File: src/rtl/simd_acc_seq_pkg.sv
// simd_acc_seq_pkg: shared state encoding and saturation constants for the accumulation controller
package simd_acc_seq_pkg;
    localparam int ACC_W = 32;
    typedef enum logic [1:0] {
        ST_IDLE = 2'd0,
        ST_ACC  = 2'd1,
        ST_DONE = 2'd2
    } state_t;
    localparam logic [ACC_W-1:0] MAX_POS = {1'b0, {(ACC_W-1){1'b1}}};
    localparam logic [ACC_W-1:0] MAX_NEG = {1'b1, {(ACC_W-1){1'b0}}};
endpackage

File: src/rtl/simd_acc_sat.sv
// simd_acc_sat: picks the next accumulator value, clamping on overflow when saturation is enabled
module simd_acc_sat
    import simd_acc_seq_pkg::*;
#(
    parameter int W        = ACC_W,
    parameter bit SATURATE = 1'b0
) (
    input  logic [W-1:0] s,
    input  logic         ovf,
    input  logic         neg,
    output logic [W-1:0] nxt
);
    // the true sign of the overflowed result selects which rail to clamp to
    always_comb nxt = (SATURATE && ovf) ? (neg ? MAX_NEG[W-1:0] : MAX_POS[W-1:0]) : s;
endmodule

File: src/rtl/simd_acc_seq.sv
// simd_acc_seq: streams LEN operands through an external add/sub datapath and hands off the reduction
module simd_acc_seq
    import simd_acc_seq_pkg::*;
#(
    parameter int W        = ACC_W,
    parameter int CW       = 8,
    parameter bit SATURATE = 1'b0
) (
    input  logic          clk,
    input  logic          reset,
    input  logic          start,
    input  logic [CW-1:0] len,
    input  logic          op_sub,
    input  logic [W-1:0]  din,
    input  logic          din_valid,
    output logic          din_ready,
    output logic [W-1:0]  add_a,
    output logic [W-1:0]  add_b,
    output logic          add_sub,
    input  logic [W-1:0]  add_s,
    input  logic          add_ovf,
    input  logic          add_neg,
    output logic [W-1:0]  result,
    output logic          ovf_sticky,
    output logic          neg_flag,
    output logic          res_valid,
    input  logic          res_ready,
    output logic          busy
);
    state_t        state, state_nxt;
    logic [W-1:0]  acc, acc_nxt;
    logic [CW-1:0] cnt;
    logic          op, beat;

    simd_acc_sat #(.W(W), .SATURATE(SATURATE)) u_sat (
        .s   (add_s),
        .ovf (add_ovf),
        .neg (add_neg),
        .nxt (acc_nxt)
    );

    assign add_a   = acc;
    assign add_b   = din;
    assign add_sub = op;
    assign result  = acc;

    // state register; reset abandons any partial reduction
    always_ff @(posedge clk or posedge reset)
        if (reset) state <= ST_IDLE;
        else       state <= state_nxt;

    // handshakes and next state; an empty reduction goes straight to DONE
    always_comb begin
        din_ready = state == ST_ACC;
        res_valid = state == ST_DONE;
        busy      = state != ST_IDLE;
        beat      = din_valid && din_ready;
        state_nxt = state == ST_IDLE ? (start ? (len != '0 ? ST_ACC : ST_DONE) : ST_IDLE)
                  : state == ST_ACC  ? (beat && cnt == CW'(1) ? ST_DONE : ST_ACC)
                  : state == ST_DONE ? (res_ready ? ST_IDLE : ST_DONE)
                  : ST_IDLE;
    end

    // accumulator, beat counter and flags; START clears them, each accepted beat advances them
    always_ff @(posedge clk or posedge reset)
        if (reset) begin
            acc        <= '0;
            cnt        <= '0;
            op         <= 1'b0;
            ovf_sticky <= 1'b0;
            neg_flag   <= 1'b0;
        end else if (state == ST_IDLE && start) begin
            acc        <= '0;
            cnt        <= len;
            op         <= op_sub;
            ovf_sticky <= 1'b0;
            neg_flag   <= 1'b0;
        end else if (beat) begin
            acc        <= acc_nxt;
            cnt        <= cnt - CW'(1);
            ovf_sticky <= ovf_sticky | add_ovf;
            neg_flag   <= add_neg;
        end
endmodule
File: config.mk
export PLATFORM = sky130hd
export DESIGN_NAME = simd_acc_seq
export DESIGN_NICKNAME = d
export VERILOG_FILES = /design/src/rtl/simd_acc_seq_pkg.sv /design/src/rtl/simd_acc_sat.sv /design/src/rtl/simd_acc_seq.sv
export SDC_FILE = /design/constraint.sdc
export NUM_CORES = 1
export LEC_CHECK = 0
export BUFFER_PORTS_ARGS = -buffer_cell sky130_fd_sc_hd__buf_2
export CORE_ASPECT_RATIO = 2
export CORE_MARGIN = 5
export CORE_UTILIZATION = 44
export DETAILED_ROUTE_END_ITERATION = 6
export MAX_ROUTING_LAYER = met4
export PLACE_DENSITY = 0.95
export RECOVER_POWER = 25
export SKIP_CTS_REPAIR_TIMING = 1
export SLEW_MARGIN = 15
export SYNTH_ARGS = -nofsm -noshare
export SYNTH_HDL_FRONTEND = slang
export SYNTH_SLANG_ARGS = --single-unit
File: constraint.sdc
create_clock -name clk -period 2.61 [get_ports clk]
set_input_delay 0.261 -clock clk [delete_from_list [all_inputs] [get_ports clk]]
set_output_delay 0.261 -clock clk [all_outputs]
set_load 0.02 [all_outputs]
---- After elaboration in Yosys (flattened, before gate mapping) ----
Index checks and enable logic that the tools add are counted.
word-level totals
  register bits after elaboration ......... 45
  latch bits .............................. 0
  memory bits (writable) .................. 0
  bits in read-only memories .............. 0
  input bits .............................. 80
  memories kept ........................... 0
cells by class
  add/subtract/negate cells ............... 1
  multipliers ............................. 0
  div/mod/pow operators ................... 0
  magnitude comparators ................... 0
  equality and inequality tests ........... 3
  shifts and indexed selects .............. 0
  mux-type cells .......................... 15
  bitwise gates (word level) .............. 1
  reduce and logical (&&, ||, !) cells .... 7
operators by type and width
  cell                                              number
  2-to-1 mux 32 bit                                 2
  2-to-1 mux 8 bit                                  2
  2-to-1 mux 2 bit                                  7
  == test 8 x 1 -> 1 bit, second input constant     1
  nonzero test 8 bit                                1
  subtractor 8 x 1 -> 8 bit, second input constant  1
  2-to-1 mux 1 bit                                  4
  nonzero test 2 bit                                2
  logical AND 1 bit                                 3
  == test 2 x 1 -> 1 bit, second input constant     1
  == test 2 bit, second input constant              1
  logical NOT 2 bit                                 1
  OR 1 bit                                          1

---- Logic depth before layout (Yosys ltp) ----
  word-level depth ........................ 6
  depth in mapped cells ................... 6
  depth with buffers taken out ............ 5

---- Cells and area by module ----
Synthesis repeated with hierarchy kept, for this count alone.
second synthesis, totals
  cell total of the unflattened synthesis .. 244
  area total of the unflattened synthesis .. 2686.3 um^2
by module, submodules not included
  module        instances  cells each  area each (um^2)  seq. area each (um^2)
  simd_acc_seq  1          212         2446.1            1126.1
  simd_acc_sat  1          32          240.2             0.0

---- Worst setup path before layout ----
No wires, ideal clock.
  path kind ............................... reg2reg
  start point ............................. register cnt[0]
  end point ............................... register cnt[6]
  data arrival time ....................... 1.441 ns
  required time ........................... 2.523 ns
  path slack .............................. 1.082 ns
  cell stages (with the launch flop) ...... 6
  clock period less this slack ............ 1.528 ns
  cell sequence ........................... dfrtp_1 -> inv_1 -> ha_1 -> or4b_1 -> or2_0 -> o211ai_1
on the way
  word-level cells in the longest chain between the ends .. 3
ends and longest elaborated chain
  element                    line                RTL
  start: declaration         simd_acc_seq.sv:32  logic [CW-1:0] cnt;
  start signal: assignment   simd_acc_seq.sv:74  cnt <= len;
  start signal: assignment   simd_acc_seq.sv:80  cnt <= cnt - CW'(1);
  subtractor 8 x 1 -> 8 bit  simd_acc_seq.sv:80
  2-to-1 mux 8 bit           simd_acc_seq.sv:78  end else if (beat) begin
  2-to-1 mux 8 bit           simd_acc_seq.sv:72  end else if (state == ST_IDLE && start) begin
No other way between the ends. The select of a mux whose other input is x is not followed.
A chain may end at the register's enable or synchronous reset.

---- Worst setup path after layout ----
  start point ............................. register state[0]
  end point ............................... register cnt[1]
on the way
  word-level cells in the longest chain between the ends .. 3
  elaborated cells between the ends (all ways) .. 6
  classes of those cells .................. eq/ne: 1; mux: 1; reduce/logical: 4
ends and longest elaborated chain
  element                                                                         line                                    RTL
  start: declaration                                                              simd_acc_seq.sv:30                      state_t state, state_nxt;
  start signal: assignment                                                        simd_acc_seq.sv:50                      else state <= state_nxt;
  == test 2 x 1 -> 1 bit / logical NOT 2 bit (equally long branches)              simd_acc_seq.sv:54, simd_acc_seq.sv:72
  logical AND 1 bit, on equally long branches                                     simd_acc_seq.sv:57, simd_acc_seq.sv:72
  nonzero test 2 bit (no source line) / 2-to-1 mux 8 bit (equally long branches)  -
Parallel ways exist; a longest one is shown, timed or not.

==> summary.md <==
| Metric | Value |
|---|---|
| Row count | 38 |
| Max cap viols | 1 |
| Number of global-route vias before repair | 1798 |
| Cts bufs inserted | 5 |
| CP Cell Sequence | nor3b_4, nor2_8, a221o_1 |
| Post-synthesis instance area | 2446 um^2 |
| Most numerous cell in the Yosys netlist | buf_4 |
| Final setup fails | 0 |
| Critical path class | register to register |
| Outcome | complete, but fails checks |
| Pwr per Cell Area | 1444 nW/um^2 |
| GR met1 Demand/Resource | 14.51% |
| Post-synth top area share | 46.04% |
| All-Layer GR Usage | between 10% and 20% |
| H-tree levels | 2 |
| Die width | 62.72 um |
| First-pass DRT Iterations | 4 |
| Post-synth top cells | buf_4, dfrtp_1, a22o_2, a22o_1 |
| Vias/cell | 5.420 |
| Nets | 345 |
| Async SR Flop Fraction | 100.0% |
| Register clock-pin slew on the reported worst setup and hold paths | ~80 ps |
| Setup ws final | 824.2 ps |
| Ys flop type | dfrtp_1 |
| Worst EP arrival | approximately 2000 ps |
| CP Capture Type | register |
| Static leakage | 1.497 nW |
| Num ports | between 150 and 200 |
| Number of synthesized register bits | between 40 and 50 |
| Initial Util | 45.13% |
| Initial antenna violation count | 0 |
| CTS tree | built |
| Largest delay share family, worst path | simple AND/OR/NAND/NOR gates |
| Clock root buffer | clkbuf_8 |
| Fin area | 2659 um^2 |
| Slowest stage cell, crit path | nor3b_4 |
| Worst slew margin | -13.10% |
| DRT Wirelength | 5.668 mm |
| GP Congestion | approximately 0.87 |
| GR met3 Demand/Resource | 4.365% |
| Post-DP HPWL | 4.291 mm |
| Core area | 5420 um^2 |
| WP buf/inv | 0 |
| Layout cells sized above 1 | about 56% |
| First-pass GRT wire length | 8.694 mm |
| Synth cell types | 37 |
| Worst-path fanout max | 35 |
| Worst Clk Skew | between 2 and 2.5 ps |
| # DRC | 0 |
| DR iter-0 viols | 56 |
| Pre-CTS setup slack | 821.4 ps |
| Max Slew Vio Count | 46 |
| F_max | 0.5600 GHz |
| WL/cell | 17.49 um |
| Insertion delay to the later sink of the worst-skew pair | 290 ps |
| Maximum vdd drop | 861.1 uV |
| Global Route met2 Usage | 26.45% |
| Worst path max stage delay | 620 ps |
| Antenna Nets Post-Route | 0 |
| Vias | between 1500 and 2000 |
| Synth top area cells | dfrtp_1, buf_4, a22o_2, a22o_1, buf_6 |
| CTS sink cnt | 45 |
| Max clock buf depth | 2 |
| Final Hold Viols | 0 |
| Area post-placement | ~2500 um^2 |
| Post-Syn Nets | slightly below 300 |
| Post-Synthesis Cells | 212 |
| Worst-margin pin slew | ~1700 ps |
| Synth Area per Inst | between 10 and 15 um^2 |
| Dominant cell type by area after synthesis | dfrtp_1 |
| Ys Warns | 0 |
| Most Used Layer, Global Route | met2 |
| Ant diodes | 0 |
| Fin crit period | 1786 ps |
| Die area | 7241 um^2 |
| Layout area overhead | 8.696% |
| Die height | between 100 and 150 um |
| Failing checks | max-capacitance violations, max-slew violations |
| Seq/Total Area, Yosys | about 46% |
| Largest net degree at the start of global routing | 46 |
| CP Launch Type | register |
| Fillers | 510 |
| CP required | ~2800 ps |
| Final period util | 68.42% |
| Number of synthesized flops with an enable pin | 0 |
| Port-buffer cells | ~120 |
| Gr ovfl total | 0 |
| Unrepaired setup endpoints after global routing | no |
| Setup TNS after final layout | 0 ps |
| HP Class | input port to register |
[placed cells by master, fill, tap and decap left out]
master / count
nand4_1: 3
and4bb_2: 1
nor3b_4: 1
or2_0: 1
a21boi_0: 1
nand3b_1: 1
clkbuf_1: 1
and3b_1: 1
a32oi_1: 1
dfrtp_1: 45
o311ai_0: 1
a221o_1: 4
buf_2: 117
a311o_1: 1
or2_2: 1
a22o_1: 16
nand2_1: 6
nand3_1: 1
nor2_8: 1
a31oi_1: 1
a21oi_1: 2
nor3_1: 1
a22o_2: 18
mux2i_1: 4
a21o_1: 2
nor2b_1: 2
and2b_1: 1
inv_1: 5
o211ai_1: 2
buf_4: 1
nand4bb_1: 1
ha_1: 2
or4b_1: 1
nor2_1: 6
or3b_1: 1
clkbuf_8: 6
nor4_1: 3
bufinv_16: 1
[per-layer routing]
layer / part of all wire, % / vias up
met4: 5.5 / 0
met5: 0 / -
met1: 33 / 823
li1: - / 798
met3: 8.4 / 43
met2: 53 / 92
[registers in the layout (all words and copies together), names as in the netlist]
| signal | cells |
|---|---|
| add_a | 32 |
| cnt | 8 |
| state | 2 |
| add_sub | 1 |
| neg_flag | 1 |
| ovf_sticky | 1 |
[path summary, 6_finish.rpt]
kind / start / end / slack (ps) / depth (start not counted)
max: state[0]$_DFF_PP0_ / cnt[1]$_DFFE_PP0P_ / 820 / 3
min: op_sub / add_sub$_DFFE_PP0P_ / 150 / 3
max reg2reg: state[0]$_DFF_PP0_ / cnt[1]$_DFFE_PP0P_ / 820 / 3
min reg2reg: add_sub$_DFFE_PP0P_ / add_sub$_DFFE_PP0P_ / 480 / 2
max in group asynchronous: reset / cnt[7]$_DFFE_PP0P_ / 1140 / 2
min in group asynchronous: reset / add_a[23]$_DFFE_PP0P_ / 490 / 2
[cell type report]
cell class,instances,area (um^2),area share (%)
Multi-Input combinational cell,88,729.5,27.44
Clock buffer,7,86.33,3.247
Sequential cell,45,1126,42.35
Inverter,5,18.77,0.7059
Clock inverter,1,30.03,1.129
Timing Repair Buffer,118,593.1,22.31
Tap cell,60,75.07,2.824
[stage by stage]
step | util, % | power, mW | std cells | hold slack [ps]
CTS | 49.05 | 3.891 | 324 | 143.0
finish | 49.05 | 3.840 | 324 | 154.6
detailed placement | 46.91 | 3.334 | 316 | 461.7
global route | 49.05 | 4.098 | 324 | 166.3
global placement | 46.91 | 3.280 | 316 | 463.7
floorplan | - | 3.072 | 212 | 366.4
[tightest hold or removal path: cells and delay by family]
kind	cells	cell delay, ps
buffers and inverters	1	70
and+or+nand+nor	2	80
[report_power, final]
group / switching [mW] / internal [mW] / leakage [nW]
Clock: 0.224 / 0.312 / 0.0585
Combinational: 1.22 / 0.764 / 0.861
Sequential: 0.294 / 1.02 / 0.578
[cells by family after synthesis]
| kind of cell | synth area share (%) |
|---|---|
| AO/OA/AOI/OAI | 18.06 |
| adder cells (fa/ha/maj) | 1.023 |
| buffers and inverters | 24.14 |
| flip-flops | 46.04 |
| multiplexers | 1.637 |
| AND/OR/NAND/NOR | 9.105 |
Power figures use the tool's default switching activity.
